$ cat config.mk
export PLATFORM = sky130hd
export DESIGN_NAME = stopwatch_bcd
export DESIGN_NICKNAME = d
export VERILOG_FILES = /design/src/rtl/stopwatch_pkg.sv /design/src/rtl/bcd_to_seg7.sv /design/src/rtl/stopwatch_bcd.sv
export SDC_FILE = /design/constraint.sdc
export NUM_CORES = 1
export LEC_CHECK = 0
export BUFFER_PORTS_ARGS = -buffer_cell sky130_fd_sc_hd__buf_2
export CAP_MARGIN = 0
export CORE_ASPECT_RATIO = 1.2
export CORE_MARGIN = 5
export CORE_UTILIZATION = 30
export CTS_CLUSTER_SIZE = 8
export DETAILED_ROUTE_END_ITERATION = 10
export GPL_ROUTABILITY_DRIVEN = 0
export PLACE_DENSITY = 0.49
export SYNTH_ARGS = -nofsm -noshare
export SYNTH_HDL_FRONTEND = slang
export SYNTH_SLANG_ARGS = --single-unit
$ cat constraint.sdc
create_clock -name clk -period 1.85 [get_ports clk]
set_input_delay 0.37 -clock clk [delete_from_list [all_inputs] [get_ports clk]]
set_output_delay 0.37 -clock clk [all_outputs]
set_load 0.02 [all_outputs]
$ cat src/rtl/stopwatch_pkg.sv
// Shared types and constants for the BCD stopwatch: FSM states, digit limits
// and the active-low seven-segment code table used when STOPWATCH_SEG7_EN is set.
package stopwatch_pkg;

  localparam int BCD_W = 4;

  localparam logic [BCD_W-1:0] ONES_MAX = 4'd9;
  localparam logic [BCD_W-1:0] TENS_MAX = 4'd5;

  typedef enum logic [1:0] {
    IDLE  = 2'b00,
    RUN   = 2'b01,
    PAUSE = 2'b10
  } state_t;

  // Segment order {g,f,e,d,c,b,a}, active low; entries 10..15 are blank.
  localparam logic [15:0][6:0] SEG7_CODES = {
    7'h7F, 7'h7F, 7'h7F, 7'h7F, 7'h7F, 7'h7F,
    7'h10, 7'h00, 7'h78, 7'h02, 7'h12,
    7'h19, 7'h30, 7'h24, 7'h79, 7'h40
  };

endpackage

$ cat src/rtl/bcd_to_seg7.sv
// Combinational BCD digit to active-low seven-segment decoder.
module bcd_to_seg7
  import stopwatch_pkg::*;
(
  input  logic [BCD_W-1:0] digit,
  output logic [6:0]       seg
);

  assign seg = SEG7_CODES[digit];

endmodule

$ cat src/rtl/stopwatch_bcd.sv
// mm:ss BCD stopwatch advanced by upstream tick pulses, with synchronised
// start/stop and clear buttons. Optional seven-segment outputs under STOPWATCH_SEG7_EN.
module stopwatch_bcd
  import stopwatch_pkg::*;
#(
  parameter int TICKS_PER_SEC = 1,
  parameter int MAX_MINUTES   = 60
) (
  input  logic             clk,
  input  logic             aclr,
  input  logic             tick,
  input  logic             start_stop,
  input  logic             clear,
  output logic [BCD_W-1:0] sec_ones,
  output logic [BCD_W-1:0] sec_tens,
  output logic [BCD_W-1:0] min_ones,
  output logic [BCD_W-1:0] min_tens,
  output logic             running,
  output logic             overflow
`ifdef STOPWATCH_SEG7_EN
  ,
  output logic [6:0]       hex0,
  output logic [6:0]       hex1,
  output logic [6:0]       hex2,
  output logic [6:0]       hex3
`endif
);

  localparam int PRE_W = (TICKS_PER_SEC > 1) ? $clog2(TICKS_PER_SEC) : 1;
  localparam logic [PRE_W-1:0] PRE_MAX = PRE_W'(TICKS_PER_SEC - 1);
  localparam logic [PRE_W-1:0] PRE_ONE = PRE_W'(1);
  localparam logic [BCD_W-1:0] MT_LAST = BCD_W'((MAX_MINUTES - 1) / 10);
  localparam logic [BCD_W-1:0] MO_LAST = BCD_W'((MAX_MINUTES - 1) % 10);

  state_t           state_r, state_s;
  logic [1:0]       ss_sync_r, clr_sync_r;
  logic             ss_prev_r, clr_prev_r;
  logic             ss_edge_s, clr_edge_s;
  logic             zero_s, count_s, sec_inc_s;
  logic [PRE_W-1:0] pre_r, pre_s;
  logic [BCD_W-1:0] so_s, st_s, mo_s, mt_s;
  logic             ovf_s;

  assign ss_edge_s  = ss_sync_r[1]  & ~ss_prev_r;
  assign clr_edge_s = clr_sync_r[1] & ~clr_prev_r;
  assign count_s    = tick & (state_r == RUN);

  // Button synchronisers and edge-detect history.
  always_ff @(posedge clk or negedge aclr) begin
    if (!aclr) begin
      ss_sync_r  <= 2'b00;
      clr_sync_r <= 2'b00;
      ss_prev_r  <= 1'b0;
      clr_prev_r <= 1'b0;
    end else begin
      ss_sync_r  <= {ss_sync_r[0], start_stop};
      clr_sync_r <= {clr_sync_r[0], clear};
      ss_prev_r  <= ss_sync_r[1];
      clr_prev_r <= clr_sync_r[1];
    end
  end

  // Next state; in RUN the clear edge is ignored so start/stop always wins there.
  always_comb begin
    state_s = state_r;
    zero_s  = 1'b0;
    case (state_r)
      IDLE: begin
        if (clr_edge_s) begin
          state_s = IDLE;
          zero_s  = 1'b1;
        end else if (ss_edge_s) begin
          state_s = RUN;
        end else begin
          state_s = IDLE;
        end
      end
      RUN: begin
        if (ss_edge_s) begin
          state_s = PAUSE;
        end else begin
          state_s = RUN;
        end
      end
      PAUSE: begin
        if (clr_edge_s) begin
          state_s = IDLE;
          zero_s  = 1'b1;
        end else if (ss_edge_s) begin
          state_s = RUN;
        end else begin
          state_s = PAUSE;
        end
      end
      default: begin
        state_s = IDLE;
        zero_s  = 1'b1;
      end
    endcase
  end

  // Prescaler and ripple-carry digit chain, qualified by the current state.
  always_comb begin
    pre_s     = pre_r;
    so_s      = sec_ones;
    st_s      = sec_tens;
    mo_s      = min_ones;
    mt_s      = min_tens;
    ovf_s     = overflow;
    sec_inc_s = 1'b0;
    if (zero_s) begin
      pre_s = {PRE_W{1'b0}};
      so_s  = 4'd0;
      st_s  = 4'd0;
      mo_s  = 4'd0;
      mt_s  = 4'd0;
      ovf_s = 1'b0;
    end else if (count_s) begin
      if (pre_r == PRE_MAX) begin
        pre_s     = {PRE_W{1'b0}};
        sec_inc_s = 1'b1;
      end else begin
        pre_s = pre_r + PRE_ONE;
      end
    end else begin
      pre_s = pre_r;
    end

    if (sec_inc_s) begin
      if (sec_ones == ONES_MAX) begin
        so_s = 4'd0;
        if (sec_tens == TENS_MAX) begin
          st_s = 4'd0;
          if ((min_tens == MT_LAST) && (min_ones == MO_LAST)) begin
            mo_s  = 4'd0;
            mt_s  = 4'd0;
            ovf_s = 1'b1;
          end else if (min_ones == ONES_MAX) begin
            mo_s = 4'd0;
            mt_s = min_tens + 4'd1;
          end else begin
            mo_s = min_ones + 4'd1;
          end
        end else begin
          st_s = sec_tens + 4'd1;
        end
      end else begin
        so_s = sec_ones + 4'd1;
      end
    end else begin
      ovf_s = ovf_s;
    end
  end

  // State, counters and registered outputs.
  always_ff @(posedge clk or negedge aclr) begin
    if (!aclr) begin
      state_r  <= IDLE;
      pre_r    <= {PRE_W{1'b0}};
      sec_ones <= 4'd0;
      sec_tens <= 4'd0;
      min_ones <= 4'd0;
      min_tens <= 4'd0;
      running  <= 1'b0;
      overflow <= 1'b0;
    end else begin
      state_r  <= state_s;
      pre_r    <= pre_s;
      sec_ones <= so_s;
      sec_tens <= st_s;
      min_ones <= mo_s;
      min_tens <= mt_s;
      running  <= (state_s == RUN);
      overflow <= ovf_s;
    end
  end

`ifdef STOPWATCH_SEG7_EN
  bcd_to_seg7 u_seg0 (.digit(sec_ones), .seg(hex0));
  bcd_to_seg7 u_seg1 (.digit(sec_tens), .seg(hex1));
  bcd_to_seg7 u_seg2 (.digit(min_ones), .seg(hex2));
  bcd_to_seg7 u_seg3 (.digit(min_tens), .seg(hex3));
`endif

endmodule

==> impl_metrics.csv, run 1 <==
group,metric,value,unit
routing,routed_wl,2580,microns
sta,clock_skew,4.04,ps
placement,io_buffers,22,
worst_setup_path,cp_slowest_cell,"dfrtp_1",
clock_tree,cts_buffer_depth,2,
worst_setup_path,r2r-start,"sec_ones[0]",
sta,slew_headroom,0.616,
yosys,synth.cell_area,1300,sq um
pwr,power_density,883,nW/um^2
worst_setup_path,critPathMaxStageDelay,440,ps
routing,viasPerCell,4.81,
clock_tree,cts-root-buf,"clkbuf_8",
sta,drv_slew,0,
global_routing,antenna_found_initial,0,
sta,worst_slew_pin_slew,576,ps
yosys,syn_inst,121,
routing,dr.pass1.iters,4,
routing,drc,0,
global_routing,grt_pass1_vias,978,
worst_setup_path,cp-start-kind,"register",
global_routing,grt_max_degree,27,
floorplanning,die_area,5760,sq um
pwr,ir_drop,0.521,mV
global_routing,overflow,0,
worst_setup_path,rr_endpoint,"sec_tens[1]",
floorplanning,die_h,82.1,microns
sta,fmax,637,MHz
routing,num_vias,967,
sta,layout_min_cycle_time,1570,ps
sta,holdWs,96.0,ps
run,cap_violations,0,
worst_setup_path,worstPathRequired,2030,ps
sta,hold_violations,0,
clock_tree,cts_resized,0,
yosys,synth-main-ff-cell,"dfrtp_1",
sta,final.setup.tns,0,ps
clock_tree,cts_sinks,26,
worst_setup_path,critPathTopFamily,"compound AO/OA/AOI/OAI gates",
worst_setup_path,r2r_cells,5,
yosys,seq_area_frac_synth,0.500,
floorplanning,die_width,70.1,microns
finish,n_antenna_cell,0,
worst_setup_path,cp_cell_sequence,"ha_1 -> and3b_1 -> a221oi_2 -> o21ai_0 -> o31ai_1",
worst_setup_path,timing.setup.critical_path_class,"reg -> reg",
clock_tree,post_cts_buffers,0,
yosys,syn_nets,132,
sta,setup_viol,0,
floorplanning,std_cell_rows,26,
finish,layout.nets,158,
yosys,ys.warnings.count,0,
yosys,synth-simple-area-share,0.244,
yosys,synth_top_family_by_area,"simple AND/OR/NAND/NOR gates",
clock_tree,insertion_delay,260,ps
worst_setup_path,reg2reg_setup_slack,280,ps
finish,area_growth,16.4,%
worst_setup_path,critPathCaptureType,"register",
yosys,synth_compound_area_frac,0.127,
finish,final_layout_size_suffix_gt1_frac,0.234,
routing,wl_per_cell,12.9,microns
yosys,synth_edf_count,0,
clock_tree,htree_levels,1,
yosys,ys_ff_latch,26,
floorplanning,ios,23,
yosys,avgSynthCellArea,10.7,sq um
clock_tree,postCtsHoldBufs,0,
worst_setup_path,crit_buf_inv,0,
clock_tree,cts_buffers,3,
floorplanning,start_util,0.307,
worst_hold_path,worst_hold_path_type,"in -> async",
routing,first_iter_violations,35,
floorplanning,coreArea,4230,sq um
status,status,"finished clean",
routing,antenna_left,0,
yosys,synth-xor-area-share,0.00674,
yosys,synthMuxAreaShare,0.0404,
worst_setup_path,cp_max_fo,6,
sta,rsz0062_at_grt,"false",
worst_setup_path,worstPathArrival,1750,ps
yosys,synth.distinct_cells,36,
global_routing,grtUsageTotal,0.0934,
global_routing,grt_pass1_wl,4310,microns
pwr,leakagePower,0.000788,uW
sta,fin_crit_sh,0.848,
yosys,synth_fa_ha_area_frac,0.0577,
clock_tree,cts_tree,"done",
yosys,async_reset_ff_frac,1.00,
clock_tree,cts.clk_slew.worst_paths,80,ps
placement,hpwl,1930,microns
-- layer usage --
layer  vias up  track usage  share of wire
li1        489            -              -
met1       459        0.102           0.44
met2        17        0.176           0.50
met3         2       0.0266          0.050
met4         0       0.0287         0.0054
met5         -            0              0
-- worst max-delay path by stage --
stage          slack, ps        start     endpoint  cells after the start
3_3_place_gp         360   state_r[1]  min_ones[2]                      4
5_1_grt              180   state_r[0]  min_ones[0]                      3
3_5_place_dp         310  sec_ones[0]  sec_tens[1]                      5
4_1_cts              300  sec_ones[0]  sec_tens[1]                      5
2_1_floorplan        320  sec_ones[1]  sec_tens[1]                      6
6_report             280  sec_ones[0]  sec_tens[1]                      5
-- Yosys cell counts (2+ instances only) --
master / count / share of area
nor3_1: 2 / 0.0077
a21o_1: 3 / 0.017
nand3b_1: 4 / 0.023
ha_1: 6 / 0.058
o31ai_1: 3 / 0.017
and3b_1: 3 / 0.020
nand3_1: 10 / 0.039
mux2_2: 2 / 0.017
nand2_1: 11 / 0.032
nor2b_1: 4 / 0.019
mux2i_1: 3 / 0.023
nor2_1: 7 / 0.020
dfrtp_1: 26 / 0.50
inv_1: 4 / 0.012
nor3b_1: 3 / 0.017
a21oi_1: 4 / 0.015
o21ai_0: 7 / 0.027
-- layout make-up --
type                    instances  area [sq um]
fillers                       433          2720
flip-flops and latches         26           651
multi-input cells              89           618
repair buffers                 23           118
well taps                      56          70.1
clock buffers                   3          41.3
inverters                       4          15.0
-- logic make-up after synthesis --
| logic type | after synthesis |
|---|---|
| buffers and inverters | 6 |
| XOR/XNOR | 1 |
| AND/OR/NAND/NOR | 53 |
| AO/OA/AOI/OAI | 24 |
| multiplexers | 5 |
| flip-flops | 26 |
| adder cells (fa/ha/maj) | 6 |
-- layout by cell type (no fill, tap or decap), types with 2 or more instances in the layout --
| cell type | Yosys | layout |
|---|---|---|
| a21o_1 | 3 | 3 |
| a21oi_1 | 4 | 4 |
| and3b_1 | 3 | 3 |
| buf_2 | 1 | 22 |
| clkbuf_8 | 0 | 3 |
| dfrtp_1 | 26 | 26 |
| ha_1 | 6 | 6 |
| inv_1 | 4 | 4 |
| mux2_2 | 2 | 2 |
| mux2i_1 | 3 | 3 |
| nand2_1 | 11 | 11 |
| nand3_1 | 10 | 10 |
| nand3b_1 | 4 | 4 |
| nor2_1 | 7 | 7 |
| nor2b_1 | 4 | 4 |
| nor3_1 | 2 | 2 |
| nor3b_1 | 3 | 3 |
| o21ai_0 | 7 | 7 |
| o31ai_1 | 3 | 3 |
-- worst reg2reg max path: stages, from the launching register on --
cell	delay, ps
dfrtp_1	440
ha_1	230
and3b_1	260
a221oi_2	340
o21ai_0	140
o31ai_1	70
-- state kept, by name (all words and copies together), names as in the netlist --
name,count
overflow,1
clr_sync_r,2
state_r,2
sec_tens,4
ss_sync_r,2
clr_prev_r,1
ss_prev_r,1
min_tens,4
running,1
sec_ones,4
min_ones,4
-- metrics by stage --
stage                     setup slack, ps  cell area, sq um   util  std cells  power [uW]
final                                 281              1510  0.358        201        1340
after CTS                             298              1510  0.358        201        1370
after global routing                  179              1510  0.358        201        1430
after detailed placement              306              1470  0.348        198        1050
after floorplan                       320              1300      -        121         945
after global placement                356              1470  0.348        198        1040
-- power breakdown --
part / switching [uW] / internal [uW]
combinational: 202 / 137
clock: 160 / 145
sequential: 67.1 / 626
No activity file was read; power rests on OpenSTA's default activity.
==> run 2, diff against run 1 <==
--- a/config.mk
+++ b/config.mk
@@ -13,7 +13,7 @@
 export CTS_CLUSTER_SIZE = 8
 export DETAILED_ROUTE_END_ITERATION = 10
 export GPL_ROUTABILITY_DRIVEN = 0
-export PLACE_DENSITY = 0.49
+export PLACE_DENSITY = 0.51
 export SYNTH_ARGS = -nofsm -noshare
 export SYNTH_HDL_FRONTEND = slang
 export SYNTH_SLANG_ARGS = --single-unit
==> constraint.sdc (replaced) <==
create_clock -name clk -period 1.3 [get_ports clk]
set_input_delay 0.26 -clock clk [delete_from_list [all_inputs] [get_ports clk]]
set_output_delay 0.26 -clock clk [all_outputs]
set_load 0.02 [all_outputs]
==> impl_metrics.csv, run 2 (same netlist as run 1, synthesis figures left out) <==
group,metric,value,unit
status,status,"finished with violations",
status,violations,"setup timing",
worst_hold_path,hp-start,"start_stop",
finish,area_growth,42.5,%
sta,setup_viol,14,
placement,hpwl,2300,microns
worst_setup_path,r2r-start,"sec_ones[1]",
finish,final_area,1850,sq um
pwr,power_density,1270,nW/um^2
worst_setup_path,timing.setup.critical_path_class,"reg -> reg",
finish,mostFrequentLayoutCells,"25 x buf_4, 21 x dfrtp_1, 20 x buf_2",
worst_setup_path,startpoint,"sec_ones[1]",
sta,fmax,703,MHz
worst_setup_path,worstPathArrival,1600,ps
global_routing,antenna_found_initial,0,
sta,fin_ws,-122,ps
clock_tree,cts-root-buf,"clkbuf_8",
placement,placedCellCount,223,
clock_tree,insertion_delay,280,ps
routing,m1WireLength,1270,microns
placement,io_buffers,22,
routing,num_vias,1127,
run,cap_violations,0,
global_routing,grtUsageTotal,0.115,
routing,antenna_left,0,
clock_tree,cts_buffer_depth,2,
finish,multi_input_area,704,sq um
routing,wl_met3,120,microns
routing,viasPerCell,4.92,
floorplanning,die_area,5760,sq um
clock_tree,cts_buffers,3,
clock_tree,cts_tree,"done",
finish,n_antenna_cell,0,
sta,worst_slew_pin_slew,355,ps
sta,layout_min_cycle_time,1420,ps
worst_setup_path,cp_cell_sequence,"inv_2 -> ha_4 -> and3b_2 -> nand4_4 -> o221a_2",
finish,nFillCells,421,
sta,fin_crit_sh,1.09,
worst_setup_path,critPathMaxStageDelay,420,ps
sta,clock_skew,4.05,ps
floorplanning,coreArea,4230,sq um
routing,drc,0,
floorplanning,start_util,0.307,
worst_setup_path,cp_slowest_cell,"dfrtp_2",
routing,routed_wl,3040,microns
floorplanning,die_width,70.1,microns
global_routing,grt_pass1_vias,1141,
clock_tree,cts_sinks,26,
routing,wl_met2,1590,microns
sta,slew_headroom,0.763,
routing,wl_per_cell,13.3,microns
pwr,leakagePower,0.000945,uW
routing,dr.max_layer_used,"met4",
worst_setup_path,worstPathRequired,1480,ps
sta,drv_slew,0,
pwr,ir_drop,0.684,mV
worst_setup_path,cp-start-kind,"register",
finish,layout_commonest_cell,"buf_4",
routing,first_iter_violations,28,
worst_hold_path,worst_hold_path_type,"in -> reg",
routing,dr.pass1.iters,4,
worst_setup_path,critPathCaptureType,"register",
global_routing,grt_pass1_wl,5250,microns
finish,register_area,657,sq um
global_routing,grt_max_degree,15,
worst_setup_path,cp_max_fo,6,
finish,final_layout_size_suffix_gt1_frac,0.480,
sta,rsz0062_at_grt,"true",
floorplanning,std_cell_rows,26,
clock_tree,cts.clk_slew.worst_paths,100,ps
placement,place_area,1690,sq um
finish,final_cell_count_no_fill,229,
floorplanning,ios,23,
finish,layout.nets,185,
sta,hold_violations,0,
clock_tree,htree_levels,1,
global_routing,overflow,0,
floorplanning,die_h,82.1,microns
-- run 2: changes by cell type in the layout (fill, tap and decap cells not counted), sizes merged --
cell	delta
buf	+26
clkbuf	+1
dlygate4sd3	+1
-- run 2: final timing paths --
path / to / slack, ps / depth (start not counted)
max: min_tens[2] / -120 / 5
min: ss_sync_r[0] / 80 / 1
max reg2reg: min_tens[2] / -120 / 5
min reg2reg: clr_sync_r[1] / 360 / 0
max in group asynchronous: state_r[0] / 490 / 3
min in group asynchronous: min_ones[0] / 410 / 2
-- run 2: critical path: cells and delay by family (launching register included) --
kind / cells / cell delay [ps]
buffers and inverters: 1 / 80
adders and majority gates: 1 / 130
and+or+nand+nor: 2 / 440
AOI/OAI and AO/OA: 1 / 260
DFF: 1 / 420
-- run 2: per-layer routing --
layer | GRT usage | vias to the layer above
li1 | - | 542
met1 | 0.125 | 558
met2 | 0.216 | 22
met3 | 0.0206 | 5
met4 | 0.0575 | 0
met5 | 0 | -
-- run 2: final cells by class --
type,count,share of cell area
timing repair buffer,50,0.190
tap,56,0.0378
sequential,26,0.354
inverter,4,0.00810
clock buffer,4,0.0297
multi-input combinational,89,0.380
-- run 2: through the flow --
stage | worst slack, ps | power, uW | setup TNS (ps) | utilization | hold slack, ps
6_report | -122 | 2360 | -980 | 0.438 | 78.0
5_1_grt | -197 | 2500 | -2180 | 0.438 | 66.6
4_1_cts | -108 | 2290 | -1130 | 0.418 | 69.5
3_5_place_dp | -84.5 | 1730 | -904 | 0.401 | 200
3_3_place_gp | -70.6 | 1710 | -477 | 0.401 | 195
2_1_floorplan | -106 | 1380 | -667 | - | -35.6
-- run 2: where the power goes --
group	internal [uW]	leakage, uW	switching (uW)
Combinational	427	0.000580	414
Clock	272	0.0000288	275
Sequential	898	0.000337	71.3
-- run 2: timing repair --
action | 4_1_cts | 5_1_grt
pin swaps | 0 | 7
gates resized for setup | 3 | 22
hold buffers | 1 | 0
hold endpoints to repair | 12 | 0
endpoints found under the setup margin | 15 | 19
buffers inserted | 0 | 2
